**src/rtl/svn_seg_scan_pkg.sv**
```systemverilog
// Shared constants and types for the multiplexed 7-segment scanner.
package svn_seg_pkg;

  // Active-high segment patterns, bit order g..a, indexed by nibble value.
  localparam logic [6:0] SEG_PAT [16] = '{
    7'h3F, 7'h06, 7'h5B, 7'h4F, 7'h66, 7'h6D, 7'h7D, 7'h07,
    7'h7F, 7'h6F, 7'h77, 7'h7C, 7'h39, 7'h5E, 7'h79, 7'h71
  };

  // Shown for nibbles above 9 in decimal mode.
  localparam logic [6:0] DASH = 7'h40;

  typedef enum logic {
    GUARD,
    ON
  } state_t;

endpackage

```
**src/rtl/svn_seg_scan_if.sv**
```systemverilog
// Host-side inputs and board-side outputs of the segment scanner.
interface svn_seg_scan_if #(
  parameter int NUM_DIGITS = 4
);
  logic [4*NUM_DIGITS-1:0] D;
  logic [NUM_DIGITS-1:0]   DP;
  logic [NUM_DIGITS-1:0]   BLANK;
  logic                    HEX_EN;
  logic                    LOAD;
  logic [7:0]              SEG;
  logic [NUM_DIGITS-1:0]   AN;
  logic                    FRAME;

  modport master (
    output D, DP, BLANK, HEX_EN, LOAD,
    input  SEG, AN, FRAME
  );

  modport slave (
    input  D, DP, BLANK, HEX_EN, LOAD,
    output SEG, AN, FRAME
  );
endinterface

```
**src/rtl/svn_seg_dec.sv**
```systemverilog
// Combinational nibble to 7-segment pattern decoder (active-high, g..a).
module svn_seg_dec
  import svn_seg_pkg::*;
(
  input  logic [3:0] nib,
  input  logic       hex_en,
  output logic [6:0] pat
);

  // Table lookup, with nibbles above 9 replaced by a dash in decimal mode.
  always_comb begin
    pat = SEG_PAT[nib];
    if (!hex_en && (nib > 4'd9)) pat = DASH;
  end

endmodule

```
**src/rtl/svn_seg_scan.sv**
```systemverilog
// Time-multiplexed multi-digit 7-segment driver with guard gaps,
// frame-synchronous display update and leading-zero suppression.
module svn_seg_scan
  import svn_seg_pkg::*;
#(
  parameter int NUM_DIGITS = 4,
  parameter int SLOT_CYC   = 50000,
  parameter int GUARD_CYC  = 8,
  parameter int ACTIVE_LOW = 1,
  parameter int LZ_BLANK   = 1
) (
  input  logic CLK,
  input  logic RST_N,
  svn_seg_scan_if.slave bus
);

  localparam int PW = $clog2(SLOT_CYC);
  localparam int IW = (NUM_DIGITS > 1) ? $clog2(NUM_DIGITS) : 1;
  localparam logic [PW-1:0] P_LAST = PW'(SLOT_CYC - 1);
  localparam logic [PW-1:0] P_GEND = PW'(GUARD_CYC - 1);
  localparam logic [IW-1:0] I_LAST = IW'(NUM_DIGITS - 1);
  localparam logic [7:0] SEG_OFF = (ACTIVE_LOW != 0) ? 8'hFF : 8'h00;
  localparam logic [NUM_DIGITS-1:0] AN_OFF = (ACTIVE_LOW != 0) ? {NUM_DIGITS{1'b1}} : '0;

  logic [PW-1:0] presc, presc_nx;
  logic [IW-1:0] idx, idx_nx;
  state_t        state, state_nx;

  logic [4*NUM_DIGITS-1:0] sh_d, ds_d;
  logic [NUM_DIGITS-1:0]   sh_dp, ds_dp, sh_bl, ds_bl;
  logic                    sh_hex, ds_hex;

  logic [NUM_DIGITS-1:0] lz_mask;
  logic                  all_zero;
  logic [3:0]            nib;
  logic [6:0]            pat;
  logic                  lit;
  logic [7:0]            seg_act;
  logic [NUM_DIGITS-1:0] an_act;
  logic                  frame_nx;

  // Next prescaler, digit index and slot state.
  always_comb begin
    presc_nx = (presc == P_LAST) ? '0 : presc + 1'b1;
    idx_nx   = idx;
    if (presc == P_LAST) idx_nx = (idx == I_LAST) ? '0 : idx + 1'b1;
    state_nx = state;
    case (state)
      GUARD:   if (presc == P_GEND) state_nx = ON;
      ON:      if (presc == P_LAST) state_nx = GUARD;
      default: state_nx = GUARD;
    endcase
  end

  // A digit is LZ-dark when it and every more-significant digit are zero.
  always_comb begin
    lz_mask  = '0;
    all_zero = 1'b1;
    for (int unsigned j = 0; j < NUM_DIGITS; j++) begin
      all_zero = all_zero & (ds_d[(NUM_DIGITS-1-j)*4 +: 4] == 4'h0);
      lz_mask[NUM_DIGITS-1-j] = all_zero;
    end
    lz_mask[0] = 1'b0;
    if (LZ_BLANK == 0) lz_mask = '0;
  end

  // Pin values are built from the next state so that the output register
  // switches on the same edge as the state register.
  always_comb begin
    nib      = ds_d[{idx_nx, 2'b00} +: 4];
    lit      = (state_nx == ON) && !ds_bl[idx_nx] && !lz_mask[idx_nx];
    seg_act  = lit ? {ds_dp[idx_nx], pat} : '0;
    an_act   = lit ? (NUM_DIGITS'(1) << idx_nx) : '0;
    frame_nx = (presc_nx == P_LAST) && (idx_nx == I_LAST);
  end

  svn_seg_dec u_dec (
    .nib    (nib),
    .hex_en (ds_hex),
    .pat    (pat)
  );

  // Scan FSM with registered, polarity-adjusted pin outputs.
  always_ff @(posedge CLK or negedge RST_N) begin
    if (!RST_N) begin
      presc     <= '0;
      idx       <= '0;
      state     <= GUARD;
      bus.SEG   <= SEG_OFF;
      bus.AN    <= AN_OFF;
      bus.FRAME <= 1'b0;
    end else begin
      presc     <= presc_nx;
      idx       <= idx_nx;
      state     <= state_nx;
      bus.SEG   <= seg_act ^ SEG_OFF;
      bus.AN    <= an_act ^ AN_OFF;
      bus.FRAME <= frame_nx;
    end
  end

  // Shadow capture on LOAD; display copies the old shadow at the frame edge.
  always_ff @(posedge CLK or negedge RST_N) begin
    if (!RST_N) begin
      sh_d   <= '0;
      sh_dp  <= '0;
      sh_bl  <= '0;
      sh_hex <= 1'b0;
      ds_d   <= '0;
      ds_dp  <= '0;
      ds_bl  <= '0;
      ds_hex <= 1'b0;
    end else begin
      if (bus.LOAD) begin
        sh_d   <= bus.D;
        sh_dp  <= bus.DP;
        sh_bl  <= bus.BLANK;
        sh_hex <= bus.HEX_EN;
      end
      if (bus.FRAME) begin
        ds_d   <= sh_d;
        ds_dp  <= sh_dp;
        ds_bl  <= sh_bl;
        ds_hex <= sh_hex;
      end
    end
  end

endmodule
```
**src/flat_wrapper.sv**
```systemverilog
// flat-port wrapper written by rule: the top's interface ports become plain ports
module svn_seg_scan_flat import svn_seg_pkg::*;
#(
  parameter int NUM_DIGITS = 4,
  parameter int SLOT_CYC   = 50000,
  parameter int GUARD_CYC  = 8,
  parameter int ACTIVE_LOW = 1,
  parameter int LZ_BLANK   = 1
)
  (CLK, RST_N, bus_D, bus_DP, bus_BLANK, bus_HEX_EN, bus_LOAD, bus_SEG, bus_AN, bus_FRAME);
  svn_seg_scan_if #(.NUM_DIGITS(NUM_DIGITS)) bus_i ();
  input  logic CLK;
  input  logic RST_N;
  input wire logic [$bits(bus_i.D)-1:0] bus_D;
  input wire logic [$bits(bus_i.DP)-1:0] bus_DP;
  input wire logic [$bits(bus_i.BLANK)-1:0] bus_BLANK;
  input wire logic [$bits(bus_i.HEX_EN)-1:0] bus_HEX_EN;
  input wire logic [$bits(bus_i.LOAD)-1:0] bus_LOAD;
  output wire logic [$bits(bus_i.SEG)-1:0] bus_SEG;
  output wire logic [$bits(bus_i.AN)-1:0] bus_AN;
  output wire logic [$bits(bus_i.FRAME)-1:0] bus_FRAME;
  assign bus_i.D = bus_D;
  assign bus_i.DP = bus_DP;
  assign bus_i.BLANK = bus_BLANK;
  assign bus_i.HEX_EN = bus_HEX_EN;
  assign bus_i.LOAD = bus_LOAD;
  assign bus_SEG = bus_i.SEG;
  assign bus_AN = bus_i.AN;
  assign bus_FRAME = bus_i.FRAME;
  svn_seg_scan #(.NUM_DIGITS(NUM_DIGITS), .SLOT_CYC(SLOT_CYC), .GUARD_CYC(GUARD_CYC), .ACTIVE_LOW(ACTIVE_LOW), .LZ_BLANK(LZ_BLANK)) u_core (.CLK(CLK), .RST_N(RST_N), .bus(bus_i));
endmodule
```
**config.mk**
```make
export PLATFORM = sky130hd
export DESIGN_NAME = svn_seg_scan_flat
export DESIGN_NICKNAME = d
export VERILOG_FILES = /design/src/rtl/svn_seg_scan_pkg.sv /design/src/rtl/svn_seg_scan_if.sv /design/src/rtl/svn_seg_dec.sv /design/src/rtl/svn_seg_scan.sv /design/src/flat_wrapper.sv
export SDC_FILE = /design/constraint.sdc
export NUM_CORES = 1
export LEC_CHECK = 0
export CAP_MARGIN = 15
export CORE_AREA = 5 5 88 90
export CTS_BUF_LIST = sky130_fd_sc_hd__clkbuf_2 sky130_fd_sc_hd__clkbuf_4 sky130_fd_sc_hd__clkbuf_8
export DETAILED_ROUTE_END_ITERATION = 7
export DIE_AREA = 0 0 93 95
export GPL_ROUTABILITY_DRIVEN = 0
export PLACE_DENSITY = 0.89
export SLEW_MARGIN = 20
export SYNTH_ARGS = -nofsm -noshare
export SYNTH_HDL_FRONTEND = slang
export SYNTH_SLANG_ARGS = --single-unit
```
**constraint.sdc**
```tcl
create_clock -name CLK -period 4 [get_ports CLK]
set_input_delay 0.4 -clock CLK [delete_from_list [all_inputs] [get_ports CLK]]
set_output_delay 0.4 -clock CLK [all_outputs]
set_load 0.005 [all_outputs]
```
---- After elaboration in Yosys (flattened, before gate mapping) ----
Memories as Yosys holds them, arrays and structs flattened.
Index checks and enable logic that the tools add are counted.
word-level totals
  bits in registers ....................... 82
  bits in latches ......................... 0
  RAM bits ................................ 0
  bits in read-only memories .............. 112
  memories kept ........................... 1
cells by class
  $add $sub $neg .......................... 2
  multipliers ............................. 0
  div/mod/pow operators ................... 0
  $lt $le $gt $ge ......................... 3
  eq/ne operators ......................... 5
  shift operators ......................... 2
  multiplexer cells ....................... 17
  bitwise logic cells ..................... 6
  reduce and logical (&&, ||, !) cells .... 10
memories
  memory            words  bits a word  read ports  clocked after memory_dff  wr ports  RTL line           RTL
  (name not given)  16     7            1           0                         0         svn_seg_dec.sv:12  pat = SEG_PAT[nib];
operator list
  cell                                                                          number
  16-bit equality test, second input constant                                   2
  7-bit 2-to-1 mux                                                              3
  16-bit by 1-bit adder with 16-bit output, second input constant               1
  16-bit by 3-bit equality test with 1-bit output, second input constant        1
  16-bit 2-to-1 mux                                                             1
  16-bit by 5-bit indexed part select with 4-bit output                         1
  4-bit zero test                                                               3
  8-bit 2-to-1 mux                                                              1
  8-bit NOT                                                                     1
  1-bit binary-select mux with 2-bit select                                     3
  5-bit greater-or-equal comparator, second input constant                      1
  1-bit 2-to-1 mux                                                              5
  4-bit NOT with 5-bit output                                                   1
  2-bit equality test, second input constant                                    2
  4-bit greater-than comparator, second input constant                          1
  1-bit logical AND                                                             4
  2-bit 2-to-1 mux                                                              2
  4-bit 2-to-1 mux                                                              1
  4-bit NOT                                                                     1
  1-bit by 2-bit left shift with 4-bit output, first input constant             1
  1-bit zero test                                                               3
  2-bit by 3-bit less-than comparator with 1-bit output, second input constant  1
  2-bit by 1-bit adder with 2-bit output, second input constant                 1
  1-bit AND                                                                     2
  other kinds (2)                                                               2

---- Depth between registers and ports, before layout ----
  depth in word-level cells ............... 11
  mapped depth ............................ 14

---- By module ----
A second synthesis with hierarchy kept.
second synthesis, totals
  cells, all modules ...................... 308
  area total of the unflattened synthesis .. 3818.7 um2
by module, submodules not included
  module        instances  cells each  area each (um2)  seq. area each (um2)
  svn_seg_scan  1          261         3478.3           2067.0
  svn_seg_dec   1          47          340.3            0.0

---- Least setup slack after synthesis ----
Ideal clock, no wire load.
  path type ............................... flip-flop to flip-flop
  start ................................... register u_core.presc[0]
  end ..................................... register u_core.bus.SEG[2]
  setup time .............................. 0.111 ns
  arrival ................................. 3.524 ns
  required time ........................... 3.889 ns
  slack ................................... 0.365 ns
  stages on the path, launching flop included .. 15
  path buffers ............................ 1
  period minus slack after synthesis ...... 3.635 ns
  cell sequence ........................... dfrtp_1 -> ha_1 -> nand3_2 -> or3_1 -> buf_2 -> nor2_2 -> mux2i_2 -> mux2i_1 -> mux2i_1 -> inv_1 -> ha_1 -> nor2_1 -> nor2_4 -> o31a_2 -> o311ai_0
on the way
  word-level cells in the longest chain between the ends .. 10
  elaborated cells between the ends (all ways) .. 24
  classes of those cells .................. order compare: 1; eq/ne: 2; shift: 1; mux: 12; bitwise: 2; reduce/logical: 5; memory: 1
ends and longest elaborated chain
  item                                                   RTL line                                RTL
  from (decl)                                            svn_seg_scan.sv:25                      logic [PW-1:0] presc, presc_nx;
  from (signal assigned)                                 svn_seg_scan.sv:93                      presc <= presc_nx;
  16-bit equality test                                   svn_seg_scan.sv:46, svn_seg_scan.sv:50
  2-bit 2-to-1 mux                                       svn_seg_scan.sv:46                      if (presc == P_LAST) idx_nx = (idx == I_LAST) ? '0 : idx + 1'b1;
  16-bit by 5-bit indexed part select with 4-bit output  svn_seg_scan.sv:70                      nib = ds_d[{idx_nx, 2'b00} +: 4];
  4-bit NOT with 5-bit output (implied by the code)      svn_seg_dec.sv:12
  memory read 16 x 7 bit                                 n/a
  7-bit 2-to-1 mux (implied by the code) (2 in a row)    svn_seg_dec.sv:12
  7-bit 2-to-1 mux                                       svn_seg_dec.sv:13                       if (!hex_en && (nib > 4'd9)) pat = DASH;
  8-bit 2-to-1 mux *                                     svn_seg_scan.sv:72                      seg_act = lit ? {ds_dp[idx_nx], pat} : '0;
  8-bit NOT (no line) *                                  n/a
  to (signal assigned)                                   svn_seg_scan.sv:96                      bus.SEG <= seg_act ^ SEG_OFF;
  to (decl)                                              svn_seg_scan_if.sv:21                   output SEG, AN, FRAME
Mark *: on every way between the ends. The rest lies on a longest branch, timed or not. The select of a mux whose other input is x is not followed.
A chain may end at the register's enable or synchronous reset.

---- Worst setup path in the final report ----
Same ends and word-level chain as after synthesis.

==> flow_summary_export.csv <==
group,metric,value,unit
die,dieHeight,95,µm
place,place_inst,424,
final_layout,seqCellArea,2067,µm²
sta,post-route-period-util,0.9031,
worst_setup_path,crit_path_end,"u_core.bus.SEG[2]",
sta,hold_slack,62.17,ps
power_and_ir_drop,total_power,1.562,mW
synth,ys_seq_elements,82,
worst_setup_path,crit_type,"reg2reg",
worst_setup_path,cp-startpoint,"u_core.presc[0]",
final_layout,areaGrowthSynthToFinish,17.29,%
synth,synthesis.nets,347,
global_route,antenna_found_initial,0,
route,drt-vias-per-instance,5.786,
final_layout,fill_cells,536,
sta,setup_viol,0,
final_layout,finalNonFillerCells,440,
worst_setup_path,reg2reg_slack,390,ps
worst_setup_path,worst_ep_arrival_time,3850,ps
clock_network,cts_sinks,82,
sta,rsz0062_at_grt,"false",
synth,netlist-cell-type-count,53,
synth,synth_top_family_by_area,"multiplexers",
worst_setup_path,r2r_end,"u_core.bus.SEG[2]",
final_layout,mostFrequentLayoutCells,"dfrtp_1 (70), mux2_2 (51), clkdlybuf4s50_1 (38)",
sta,fin_skew,8.469,ps
die,fp-row-count,31,
worst_setup_path,critPathLaunchType,"flip-flop",
global_route,grt_usage,0.1784,
clock_network,cts_resized,0,
sta,finalSetupTns,0,ps
synth,syn_inst,310,
synth,synth-xor-area-share,0.03190,
route,routed_wl,7073,µm
synth,synth_area,3844,µm²
global_route,grt_pass1_wl,12250,µm
global_route,use_met2,0.2843,
worst_setup_path,path_max_fanout,6,
global_route,grt_pass1_vias,2575,
route,dr_total_vias,2546,
clock_network,clk_path_buf_depth,2,
power_and_ir_drop,irDropWorstVdd,0.0002618,V
sta,finalHoldViolCount,0,
place,port_buffers,40,
clock_network,cts_setup_buffers,0,
flow_run,maxCapViolCount,0,
sta,slew_violations,0,
global_route,grt.busiest_layer,"met2",
final_layout,multiInputGateArea,1678,µm²
route,ant_nets,0,
worst_setup_path,ff2ff_path_depth,13,
run_status,status,"completed",
die,fp.dieArea,8835,µm²
final_layout,layout-drive-gt1-share,0.2765,
clock_network,cts_made_buffers,9,
worst_setup_path,r2r-start,"u_core.presc[0]",
die,coreArea,6982,µm²
route,wl_per_cell,16.08,µm
route,first_pass_iters,4,
global_route,met3_usage,0.05737,
sta,tightest_slew,1062,ps
worst_setup_path,cp.required,4240,ps
clock_network,clkLatencyLatePin,350,ps
clock_network,hold_buffers,0,
sta,fin_crit,3612,ps
synth,syn_avg_cell_area,12.40,µm²
global_route,grt_overflow_total,0,
worst_setup_path,critPathCaptureType,"flip-flop",
synth,ys_seq_area_frac,0.5378,
clock_network,cts_root_buffer,"clkbuf_8",
die,die_w,93,µm
final_layout,nets,390,
worst_hold_path,hold_class,"in2async",
synth,yosysWarnings,0,
synth,synth_compound_area_frac,0.07324,
synth,ys.flop_type,"dfrtp_1",
route,drt-initial-drc-count,207,
power_and_ir_drop,power.leakage,2.040,nW
global_route,grtUsageMet1,0.2255,
synth,synthArstFlopShare,1.000,
die,start_util,0.5505,
clock_network,clkTransAtPathRegs,90,ps
synth,yosys.area_share.adder,0.02930,
synth,synth_edf_count,0,
clock_network,htree_levels,3,
clock_network,cts_tree,"yes",
final_layout,diodes,0,
route,drt_drc_violations_left,0,
final_layout,final_common_cell,"dfrtp_1",
sta,relSlewSlack,0.2918,
place,hpwl,5045,µm
power_and_ir_drop,power_density,346.4,nW/µm²
synth,synthSimpleGateAreaFrac,0.1204,
global_route,grt_max_degree,83,
die,ios,41,
sta,fmax,276.8,MHz
synth,synthMuxAreaShare,0.1816,
==> through the flow <==
step,setup slack [ps],util,cell area (µm²)
after floorplan,364.7,-,3844
after global placement,653.3,0.6161,4302
after detailed placement,450.6,0.6161,4302
after CTS,401.2,0.6459,4509
after global routing,172.1,0.6457,4508
final,387.6,0.6457,4508
==> synthesized netlist by cell type, drive strengths merged (3+ instances only) <==
master   n  area share
nand4    5      0.0081
dfstp   12       0.082
and2     4      0.0072
nand2   23       0.022
nand3   10       0.014
xor2     9       0.021
nor4     7       0.011
mux2i   12       0.032
buf      4       0.010
a211oi   3      0.0059
ha       9       0.029
clkbuf   7      0.0068
a21oi    6      0.0078
o21ai    5      0.0065
nand2b   6      0.0098
xnor2    5       0.011
nor2    19       0.021
mux2    51        0.15
inv      9      0.0088
dfrtp   70        0.46
nor3     5      0.0065
==> how the worst min path moves through the flow <==
stage	end	cells past startpoint	slack, ps
after floorplan	u_core.bus.FRAME	0	100
after global placement	u_core.presc[0]	1	480
after detailed placement	u_core.sh_d[8]	1	490
after CTS	u_core.presc[11]	1	230
after global routing	u_core.presc[2]	1	130
final	u_core.presc[12]	1	60
==> critical path: stages, from the launching register on <==
cell and delay [ps]:
dfrtp_1 430, ha_1 260, nand3_2 140, or3_1 460, nor2_2 170, mux2i_2 430
mux2i_1 140, mux2i_1 350, inv_1 180, ha_1 250, nor2_1 200, nor2_4 50
o31a_2 320, o311ai_0 120
==> registers in the layout, summed over array words and instances (netlist names) <==
signal	cells
u_core.ds_d	16
u_core.presc	16
u_core.sh_d	16
u_core.bus.SEG	8
u_core.bus.AN	4
u_core.ds_bl	4
u_core.ds_dp	4
u_core.sh_bl	4
u_core.sh_dp	4
u_core.idx	2
u_core.bus.FRAME	1
u_core.ds_hex	1
u_core.sh_hex	1
u_core.state	1
==> cell type report <==
class / instances / share of cell area
sequential: 82 / 0.4585
multi-input combinational: 208 / 0.3722
timing repair buffer: 43 / 0.09298
clock buffer: 11 / 0.03220
tap: 82 / 0.02276
clock inverter: 5 / 0.01388
inverter: 9 / 0.007494
==> where the power goes <==
group | total, mW | leakage (nW) | switching [mW] | internal (mW)
Combinational | 0.0725 | 0.914 | 0.0278 | 0.0447
Sequential | 0.867 | 1.03 | 0.0130 | 0.854
Clock | 0.622 | 0.0996 | 0.306 | 0.316
==> routing by layer <==
metal,up-vias,part of all wire
met5,-,0
met4,0,0.019
met3,14,0.060
met2,65,0.48
met1,1265,0.44
li1,1202,-
==> cell families after synthesis <==
logic type / Yosys count
XOR/XNOR: 14
multiplexers: 63
adder cells (fa/ha/maj): 9
flip-flops: 82
AO/OA/AOI/OAI: 33
AND/OR/NAND/NOR: 89
buffers and inverters: 20
(Power assumes the default switching activity.)
